File: config.mk
export PLATFORM = sky130hd
export DESIGN_NAME = mod2_interp
export DESIGN_NICKNAME = d
export VERILOG_FILES = /design/src/rtl/mod2_interp_pkg.sv /design/src/rtl/mod2_interp_buf.sv /design/src/rtl/mod2_interp.sv
export SDC_FILE = /design/constraint.sdc
export NUM_CORES = 1
export LEC_CHECK = 0
export BUFFER_PORTS_ARGS = -buffer_cell sky130_fd_sc_hd__clkbuf_2
export CORE_MARGIN = 2
export CORE_UTILIZATION = 25
export CTS_BUF_LIST = sky130_fd_sc_hd__clkbuf_4
export DETAILED_ROUTE_END_ITERATION = 8
export SYNTH_ARGS = -nofsm -noshare
export SYNTH_HDL_FRONTEND = slang
export SYNTH_SLANG_ARGS = --single-unit
File: constraint.sdc
create_clock -name i_clk -period 3.3 [get_ports i_clk]
set_clock_uncertainty 0.1 [all_clocks]
set_input_delay 0.66 -clock i_clk [delete_from_list [all_inputs] [get_ports i_clk]]
set_output_delay 0.66 -clock i_clk [all_outputs]
set_load 0.005 [all_outputs]
File: src/rtl/mod2_interp_pkg.sv
// Shared state encodings and width helpers for the mod2_interp upsampler.
`ifndef MOD2_INTERP_PKG_SV
`define MOD2_INTERP_PKG_SV
package mod2_interp_pkg;

  typedef enum logic [1:0] {
    S_FILL0 = 2'd0,
    S_FILL1 = 2'd1,
    S_RUN   = 2'd2
  } state_t;

  // The accumulator holds x*OSR plus the (WIDTH+1)-bit slope sum without overflow.
  function automatic int acc_width(input int width, input int log2_osr);
    return width + 1 + log2_osr;
  endfunction

  function automatic int osr(input int log2_osr);
    return 1 << log2_osr;
  endfunction

endpackage
`endif

File: src/rtl/mod2_interp_buf.sv
// One-entry sample holding register between the source and the interpolator.
// Latency: sample visible on pop_dat the cycle after push.
// Backpressure: push_rdy is registered and low while the entry is occupied.
module mod2_interp_buf
  import mod2_interp_pkg::*;
#(
  parameter int WIDTH = 8
) (
  input  logic             clk,
  input  logic             rst_n,
  input  logic             push_vld,
  input  logic [WIDTH-1:0] push_dat,
  input  logic             pop_vld,
  output logic             push_rdy,
  output logic             full,
  output logic [WIDTH-1:0] pop_dat
);

  logic full_nxt;

  always_comb begin
    full_nxt = full;
    if (push_vld) begin
      full_nxt = 1'b1;
    end else if (pop_vld) begin
      full_nxt = 1'b0;
    end
  end

  always_ff @(posedge clk or negedge rst_n) begin
    if (!rst_n) begin
      full     <= 1'b0;
      push_rdy <= 1'b1;
      pop_dat  <= '0;
    end else begin
      full     <= full_nxt;
      push_rdy <= ~full_nxt;
      if (push_vld) begin
        pop_dat <= push_dat;
      end
    end
  end

endmodule

File: src/rtl/mod2_interp.sv
// Linear-interpolating upsampler feeding the 2nd-order sigma-delta modulator.
// Latency: o_data=x0 one cycle after the second accepted sample; one step per enabled clock.
// Backpressure: o_ready low while the one-entry buffer holds a sample. MOD2_INTERP_HALF_SCALE_EN halves output.
module mod2_interp
  import mod2_interp_pkg::*;
#(
  parameter int WIDTH    = 8,
  parameter int LOG2_OSR = 4
) (
  input  logic                    i_clk,
  input  logic                    i_rst_n,
  input  logic                    i_en,
  input  logic signed [WIDTH-1:0] i_data,
  input  logic                    i_valid,
  output logic                    o_ready,
  output logic signed [WIDTH-1:0] o_data,
  output logic                    o_active,
  output logic                    o_underrun,
  output logic                    o_underrun_sticky
);

  localparam int AW = acc_width(WIDTH, LOG2_OSR);
  localparam int OSR = osr(LOG2_OSR);
  localparam logic [LOG2_OSR-1:0] PHASE_LAST = LOG2_OSR'(OSR - 1);
`ifdef MOD2_INTERP_HALF_SCALE_EN
  localparam int OUT_SHIFT = LOG2_OSR + 1;
`else
  localparam int OUT_SHIFT = LOG2_OSR;
`endif

  state_t                    state;
  logic signed [WIDTH-1:0]   x0, x1;
  logic signed [WIDTH:0]     delta;
  logic signed [AW-1:0]      acc, acc_nxt;
  logic [LOG2_OSR-1:0]       phase;
  logic signed [WIDTH-1:0]   data_q;
  logic                      underrun_q, sticky_q;

  logic                      accept, run, boundary;
  logic                      buf_rdy, buf_full, buf_push_vld, buf_pop_vld;
  logic [WIDTH-1:0]          buf_dat;

  function automatic logic signed [AW-1:0] scale_up(input logic signed [WIDTH-1:0] x);
    return {x[WIDTH-1], x, {LOG2_OSR{1'b0}}};
  endfunction

  function automatic logic signed [WIDTH:0] diff(input logic signed [WIDTH-1:0] a,
                                                 input logic signed [WIDTH-1:0] b);
    return {a[WIDTH-1], a} - {b[WIDTH-1], b};
  endfunction

  assign run          = (state == S_RUN);
  assign accept       = i_valid && buf_rdy;
  assign boundary     = run && i_en && (phase == PHASE_LAST);
  assign buf_push_vld = accept && run;
  assign buf_pop_vld  = boundary && buf_full;

  mod2_interp_buf #(.WIDTH(WIDTH)) u_sbuf (
    .clk      (i_clk),
    .rst_n    (i_rst_n),
    .push_vld (buf_push_vld),
    .push_dat (i_data),
    .pop_vld  (buf_pop_vld),
    .push_rdy (buf_rdy),
    .full     (buf_full),
    .pop_dat  (buf_dat)
  );

  // Each frame restarts exactly at x*OSR so rounding never drifts across frames.
  always_comb begin
    acc_nxt = acc;
    case (state)
      S_FILL1: if (accept) acc_nxt = scale_up(x0);
      S_RUN: begin
        if (i_en) begin
          if (phase == PHASE_LAST) acc_nxt = scale_up(x1);
          else acc_nxt = acc + {{LOG2_OSR{delta[WIDTH]}}, delta};
        end
      end
      default: acc_nxt = acc;
    endcase
  end

  always_ff @(posedge i_clk or negedge i_rst_n) begin
    if (!i_rst_n) begin
      state      <= S_FILL0;
      x0         <= '0;
      x1         <= '0;
      delta      <= '0;
      acc        <= '0;
      phase      <= '0;
      data_q     <= '0;
      underrun_q <= 1'b0;
      sticky_q   <= 1'b0;
    end else begin
      underrun_q <= 1'b0;
      acc        <= acc_nxt;
      data_q     <= acc_nxt[OUT_SHIFT +: WIDTH];
      case (state)
        S_FILL0: begin
          if (accept) begin
            x0    <= i_data;
            state <= S_FILL1;
          end
        end
        S_FILL1: begin
          if (accept) begin
            x1    <= i_data;
            delta <= diff(i_data, x0);
            phase <= '0;
            state <= S_RUN;
          end
        end
        S_RUN: begin
          if (i_en) begin
            if (phase == PHASE_LAST) begin
              phase <= '0;
              x0    <= x1;
              if (buf_full) begin
                x1    <= buf_dat;
                delta <= diff(buf_dat, x1);
              end else begin
                // Starved frame: hold the last sample flat.
                delta      <= '0;
                underrun_q <= 1'b1;
                sticky_q   <= 1'b1;
              end
            end else begin
              phase <= phase + LOG2_OSR'(1);
            end
          end
        end
        default: state <= S_FILL0;
      endcase
    end
  end

  assign o_ready           = buf_rdy;
  assign o_data            = data_q;
  assign o_active          = run && i_en;
  assign o_underrun        = underrun_q;
  assign o_underrun_sticky = sticky_q;

endmodule
==> results of run 1 <==
## synth_stat cells (2+ instances only)
| library cell | number | area [sq um] |
|---|---|---|
| a211oi_1 | 4 | 30.03 |
| a211oi_2 | 2 | 25.02 |
| a21o_1 | 6 | 45.04 |
| a21oi_1 | 50 | 250.2 |
| a22o_1 | 2 | 17.52 |
| a22oi_1 | 3 | 22.52 |
| a311oi_1 | 2 | 17.52 |
| a31oi_1 | 6 | 37.54 |
| and2_1 | 7 | 43.79 |
| and3_1 | 2 | 12.51 |
| buf_2 | 4 | 20.02 |
| buf_4 | 12 | 90.09 |
| buf_6 | 3 | 33.78 |
| clkbuf_1 | 2 | 7.510 |
| dfrtp_1 | 54 | 1351 |
| fa_1 | 3 | 60.06 |
| ha_1 | 28 | 350.3 |
| inv_1 | 27 | 101.4 |
| mux2_2 | 6 | 67.56 |
| mux2i_1 | 2 | 20.02 |
| nand2_1 | 34 | 127.6 |
| nand2_2 | 2 | 12.51 |
| nand2b_1 | 2 | 12.51 |
| nand3_1 | 6 | 30.03 |
| nand4_1 | 2 | 12.51 |
| nor2_1 | 37 | 138.9 |
| nor2b_1 | 7 | 43.79 |
| nor3_1 | 8 | 40.04 |
| o211ai_1 | 3 | 22.52 |
| o21a_1 | 6 | 45.04 |
| o21ai_0 | 24 | 120.1 |
| o21ai_1 | 6 | 30.03 |
| or2_2 | 2 | 12.51 |
| or3_1 | 2 | 12.51 |
| xnor2_1 | 10 | 87.58 |
| xor2_1 | 8 | 70.07 |
## flip-flops by register name (all words and copies together), names as in the netlist, 2 cells and up
name	flops
u_sbuf.pop_dat	8
delta	9
x0	8
x1	8
phase	4
acc	12
state	2
## critical path, stage by stage (launching register included)
cell,delay (ns)
dfrtp_1,0.42
inv_1,0.08
ha_1,0.17
inv_1,0.06
fa_1,0.40
a21o_1,0.19
a21oi_2,0.20
o21bai_1,0.09
a21oi_1,0.19
xor2_1,0.21
a2bb2oi_1,0.19
o21ai_0,0.09
## routing by layer
metal	GRT usage	up-vias	wire length [microns]
met4	0.02680	0	62
met3	0.02011	6	401
met2	0.2075	56	4421
met5	0	-	0
met1	0.1579	1423	4190
li1	-	1464	-
## power groups by stage
stage	registers (uW)	logic, uW	clock network [uW]
after floorplan	1190	1830	0
after global placement	1290	2160	0
final	1280	2240	376
after global routing	1330	2540	421
after detailed placement	1300	2230	0
after CTS	1280	2250	390
## metrics by stage
stage	instance area, sq um	hold slack [ns]
detailed placement	3899	0.3763
floorplan	3675	0.2644
global route	3974	0.4261
CTS	3974	0.3885
global placement	3899	0.3675
finish	3974	0.3466
## worst min-delay path by stage
stage / start / end / slack [ns] / depth (start not counted)
finish: i_rst_n / acc[2] / 0.35 / 1
detailed placement: o_underrun_sticky / o_underrun_sticky / 0.38 / 1
floorplan: i_rst_n / acc[0] / 0.26 / 0
CTS: i_rst_n / acc[2] / 0.39 / 1
global placement: acc[3] / acc[3] / 0.37 / 2
global route: i_rst_n / acc[2] / 0.43 / 1
## area by class of cell
type                    instances  area (sq um)  area share
clock buffers                   6         45.04     0.01134
inverters                      27         101.3     0.02550
clock inverters                 1         30.03    0.007557
repair buffers                 27         145.1     0.03652
well taps                     184         230.2     0.05793
multi-input cells             306          2044      0.5145
flip-flops and latches         55          1378      0.3467
## logic make-up (layout without fill, tap and decap cells)
kind of cell | after synthesis | in the layout | share of synthesized area
AOI/OAI and AO/OA | 130 | 130 | 0.2193
xor gates and xnor gates | 18 | 18 | 0.04290
buffers and inverters | 48 | 61 | 0.06878
adders and majority gates | 31 | 31 | 0.1117
muxes | 8 | 8 | 0.02383
DFF | 55 | 55 | 0.3749
and+or+nand+nor | 119 | 119 | 0.1587
==> impl_metrics.env, run 1 <==
export IMPL_status="complete, no violations"
export IMPL_n_fill_cell=1593
export IMPL_mostFrequentLayoutCell="dfrtp_1"
export IMPL_p_total_uw=3898
export IMPL_max_freq_ghz=0.4008
export IMPL_hold_buffers=0
export IMPL_routedWlPerCell_microns=14.98
export IMPL_drive_gt1_frac=0.1327
export IMPL_leakagePower_uw=0.001842
export IMPL_ys_warn_count=0
export IMPL_die_area_sq_mm=0.01569
export IMPL_postSynthRegisterBits=55
export IMPL_rrSetupSlack_ns=0.81
export IMPL_clk_pin_slew_ns=0.15
export IMPL_cts_root_buffer_cell="clkbuf_4"
export IMPL_setup_viol=0
export IMPL_cts_max_path_buffers=2
export IMPL_power_density_mw_per_mm2=980.9
export IMPL_fp_dieH_microns=125.2
export IMPL_mostFrequentLayoutCells="dfrtp_1 (54), a21oi_1 (50), nor2_1 (37), nand2_1 (34), ha_1 (28)"
export IMPL_vias_per_cell=4.866
export IMPL_critical_path_class="reg2reg"
export IMPL_rsz0062_at_grt="false"
export IMPL_netlist_instances=409
export IMPL_setup_tns_final_ns=0
export IMPL_initial_utilization=0.2548
export IMPL_syn_cell_area_sq_mm=0.003675
export IMPL_ant_nets=0
export IMPL_r2r_end="delta[6]"
export IMPL_cp_start_kind="register"
export IMPL_p_sw_uw=1702
export IMPL_worst_slew_pin_slew_ns=1.106
export IMPL_diodes=0
export IMPL_routed_wl_microns=9075
export IMPL_period_needed_ns=2.495
export IMPL_cts_sinks=55
export IMPL_cts_made_buffers=5
export IMPL_synthDistinctLibCells=61
export IMPL_dr_total_vias=2949
export IMPL_syn_avg_cell_area_sq_um=8.985
export IMPL_htree_levels=2
export IMPL_core_sq_mm=0.01442
export IMPL_period_share=0.7560
export IMPL_end_kind="register"
export IMPL_final_max_slew_viol_count=0
export IMPL_insertion_delay_ns=0.40
export IMPL_area_growth_pct=8.138
export IMPL_num_rows=44
export IMPL_finalWorstSetupSlack_ns=0.8051
export IMPL_hold_class="in2async"
export IMPL_grt_pass1_wl_microns=15370
export IMPL_hpwl_microns=6891
export IMPL_final_cells=606
export IMPL_gr_total_overflow=0
export IMPL_io_pins=24
export IMPL_cap_violations=0
export IMPL_worstSetupStartpoint="u_sbuf.pop_dat[0]"
export IMPL_reg2reg_depth=11
export IMPL_postCtsSetupRepairBufs=0
export IMPL_fin_util=0.2755
export IMPL_grt_use_total=0.1201
export IMPL_power_frac_seq=0.329
export IMPL_synth_fp_nets=452
export IMPL_grt_pass1_vias=2980
export IMPL_slew_headroom=0.2624
export IMPL_p_int_uw=2196
export IMPL_crit_path_end="delta[6]"
export IMPL_netSwitchingFraction=0.4367
export IMPL_dp_slack_ns=0.7440
export IMPL_first_iter_violations=116
export IMPL_p_comb_frac=0.575
export IMPL_drc=0
export IMPL_synth_edff_count=0
export IMPL_post_cts_resized=0
export IMPL_seq_area_frac_synth=0.3749
export IMPL_dr_pass1_iters=4
export IMPL_antenna_found_initial=0
export IMPL_ir_drop_uv=263.7
export IMPL_fin_nets=465
export IMPL_cts_tree="built"
export IMPL_die_w_microns=125.2
export IMPL_place_gp_congestion=0.8916
export IMPL_io_buffer_count=23
export IMPL_grt_max_degree=43
export IMPL_synth_flop_cell="dfrtp_1"
export IMPL_crit_fanout=3
export IMPL_async_flop_share=1.000
export IMPL_r2r_start="u_sbuf.pop_dat[0]"
export IMPL_place_inst=599
export IMPL_final_hold_violation_count=0
export IMPL_critical_path_arrival_ns=2.68
export IMPL_cp_required_ns=3.49
export IMPL_power_frac_clock=0.096
Note: power is estimated with default switching activity, not from simulation.
==> run 2, diff against run 1 <==
==> constraint.sdc (replaced) <==
create_clock -name i_clk -period 2.2 [get_ports i_clk]
set_clock_uncertainty 0.1 [all_clocks]
set_input_delay 0.44 -clock i_clk [delete_from_list [all_inputs] [get_ports i_clk]]
set_output_delay 0.44 -clock i_clk [all_outputs]
set_load 0.005 [all_outputs]
==> run 2 against run 1 <==
  * Global-route usage rose by 0.49 points
  * Clock-buffer cell count unchanged
  * Routed wire length rose by 6.1%
  * Die area unchanged
  * Cell area rose by 8.0%
  * Worst setup slack got worse by 0.81 ns
  * Sequential share of layout area shrank 2.6 points
  * The flow now finishes with violations (negative setup slack)
==> impl_metrics.env, run 2 (same netlist as run 1, synthesis figures left out) <==
export IMPL_status="finished, violations left"
export IMPL_violations="negative setup slack"
export IMPL_die_area_sq_mm=0.01569
export IMPL_routed_wl_microns=9628
export IMPL_gr_total_overflow=0
export IMPL_largest_reg_flops=12
export IMPL_insertion_delay_ns=0.43
export IMPL_power_frac_seq=0.292
export IMPL_drc=0
export IMPL_min_to="u_sbuf.pop_dat[2]"
export IMPL_cts_tree="built"
export IMPL_finalWorstSetupSlack_ns=-0.008308
export IMPL_place_gp_congestion=0.8901
export IMPL_max_freq_ghz=0.4528
export IMPL_fin_nets=494
export IMPL_first_iter_violations=156
export IMPL_netSwitchingFraction=0.4402
export IMPL_grt_use_total=0.1250
export IMPL_cts_max_path_buffers=2
export IMPL_hold_class="in2reg"
export IMPL_r2r_start="acc[0]"
export IMPL_critical_path_arrival_ns=2.49
export IMPL_p_total_uw=6447
export IMPL_cp_required_ns=2.49
export IMPL_hold_worst_slack_ns=0.1917
export IMPL_rsz0062_at_grt="true"
export IMPL_cts_made_buffers=5
export IMPL_cts_sinks=55
export IMPL_mostFrequentLayoutCell="dfrtp_1"
export IMPL_num_rows=44
export IMPL_vias_per_cell=4.792
export IMPL_r2r_end="acc[4]"
export IMPL_top_register="acc"
export IMPL_htree_levels=2
export IMPL_ir_drop_uv=373.8
export IMPL_n_fill_cell=1517
export IMPL_multi_input_area_sq_mm=0.002143
export IMPL_wl_met1_microns=4572
export IMPL_p_sw_uw=2838
export IMPL_dr_max_layer_used="met4"
export IMPL_ant_nets=0
export IMPL_fp_dieH_microns=125.2
export IMPL_grt_pass1_wl_microns=15830
export IMPL_crit_fanout=2
export IMPL_routedWlPerCell_microns=15.14
export IMPL_hp_start="i_data[2]"
export IMPL_setup_viol=1
export IMPL_grt_pass1_vias=3131
export IMPL_end_kind="register"
export IMPL_fin_util=0.2975
export IMPL_leakagePower_uw=0.001997
export IMPL_final_hold_violation_count=0
export IMPL_drive_gt1_frac=0.2345
export IMPL_area_growth_pct=16.79
export IMPL_die_w_microns=125.2
export IMPL_top_regs="acc: 12 flops, delta: 9 flops"
export IMPL_critical_path_class="reg2reg"
export IMPL_worst_slew_pin_slew_ns=0.5039
export IMPL_final_max_slew_viol_count=0
export IMPL_cts_root_buffer_cell="clkbuf_4"
export IMPL_clk_pin_slew_ns=0.18
export IMPL_power_frac_clock=0.077
export IMPL_regArea_sq_mm=0.001378
export IMPL_dr_pass1_iters=7
export IMPL_period_share=1.004
export IMPL_setup_tns_final_ns=-0.008308
export IMPL_cp_start_kind="register"
export IMPL_diodes=0
export IMPL_initial_utilization=0.2548
export IMPL_power_density_mw_per_mm2=1502
export IMPL_mostFrequentLayoutCells="dfrtp_1 (54), a21oi_1 (48), nor2_1 (37), nand2_1 (34), buf_4 (30)"
export IMPL_hold_depth=2
export IMPL_cap_violations=0
export IMPL_io_buffer_count=23
export IMPL_reg2reg_depth=10
export IMPL_io_pins=24
export IMPL_dp_slack_ns=-0.08738
export IMPL_antenna_found_initial=0
export IMPL_p_int_uw=3609
export IMPL_slew_headroom=0.6628
export IMPL_grt_max_degree=56
export IMPL_rrSetupSlack_ns=-0.008
export IMPL_core_sq_mm=0.01442
export IMPL_dr_total_vias=3048
export IMPL_period_needed_ns=2.208
export IMPL_wl_met2_microns=4450
export IMPL_p_comb_frac=0.631
export IMPL_route_met3_wl_microns=299
export IMPL_hpwl_microns=7220
-- run 2: changes by cell type in the layout (fill, tap and decap cells not counted), moves of 3 or more --
| cell | before | now |
|---|---|---|
| fa_1 | 3 | 0 |
| fa_2 | 0 | 3 |
| ha_1 | 28 | 25 |
| buf_4 | 4 | 30 |
| o21ai_0 | 24 | 19 |
-- run 2: what timing repair did --
| action | in CTS | in global routing |
|---|---|---|
| gates resized for setup | 4 | 26 |
| endpoints found under the hold margin | 54 | 0 |
| pin swaps | 4 | 18 |
| setup endpoints to repair | 4 | 13 |
| gates cloned | 0 | 0 |
| hold buffers | 1 | 0 |
| buffers inserted | 0 | 6 |
-- run 2: per-layer routing --
metal | vias up | track usage
met4 | 0 | 0.05425
met5 | - | 0
met2 | 55 | 0.1998
met1 | 1454 | 0.1622
met3 | 19 | 0.02867
li1 | 1520 | -
-- run 2: critical path, stage by stage, from the launching register on --
cell	delay, ns
dfrtp_1	0.43
ha_2	0.20
inv_2	0.06
fa_2	0.20
nor2b_1	0.05
o21a_1	0.17
o21a_1	0.23
buf_4	0.14
o311ai_0	0.35
o211ai_1	0.14
nand2_1	0.09
-- run 2: worst max path at each step --
stage | startpoint | end | slack (ns) | cells past startpoint
final | acc[0] | acc[4] | -0.008 | 10
after global routing | acc[0] | acc[4] | -0.13 | 10
after CTS | u_sbuf.pop_dat[0] | delta[6] | 0.007 | 11
after detailed placement | i_data[0] | delta[8] | -0.09 | 11
after global placement | i_data[0] | delta[8] | -0.09 | 11
after floorplan | u_sbuf.pop_dat[0] | delta[6] | 0.03 | 11
-- run 2: metrics by stage --
| step | cell area [sq um] | instances |
|---|---|---|
| 2_1_floorplan | 3675 | 409 |
| 3_3_place_gp | 4076 | 621 |
| 3_5_place_dp | 4076 | 621 |
| 4_1_cts | 4154 | 630 |
| 5_1_grt | 4292 | 636 |
| 6_report | 4292 | 636 |
-- run 2: area by class of cell --
class	count	share of cell area
tap	184	0.05364
timing repair buffer	56	0.08892
inverter	27	0.02362
multi-input combinational	306	0.4994
clock inverter	2	0.002915
clock buffer	6	0.01050
sequential	55	0.3210
-- run 2: power by group through the flow --
stage / Combinational, uW / Clock (uW) / Sequential, uW
finish: 4070 / 494 / 1880
global route: 4530 / 536 / 1940
CTS: 3680 / 501 / 1870
detailed placement: 3630 / 0 / 1890
global placement: 3520 / 0 / 1880
floorplan: 2740 / 0 / 1790
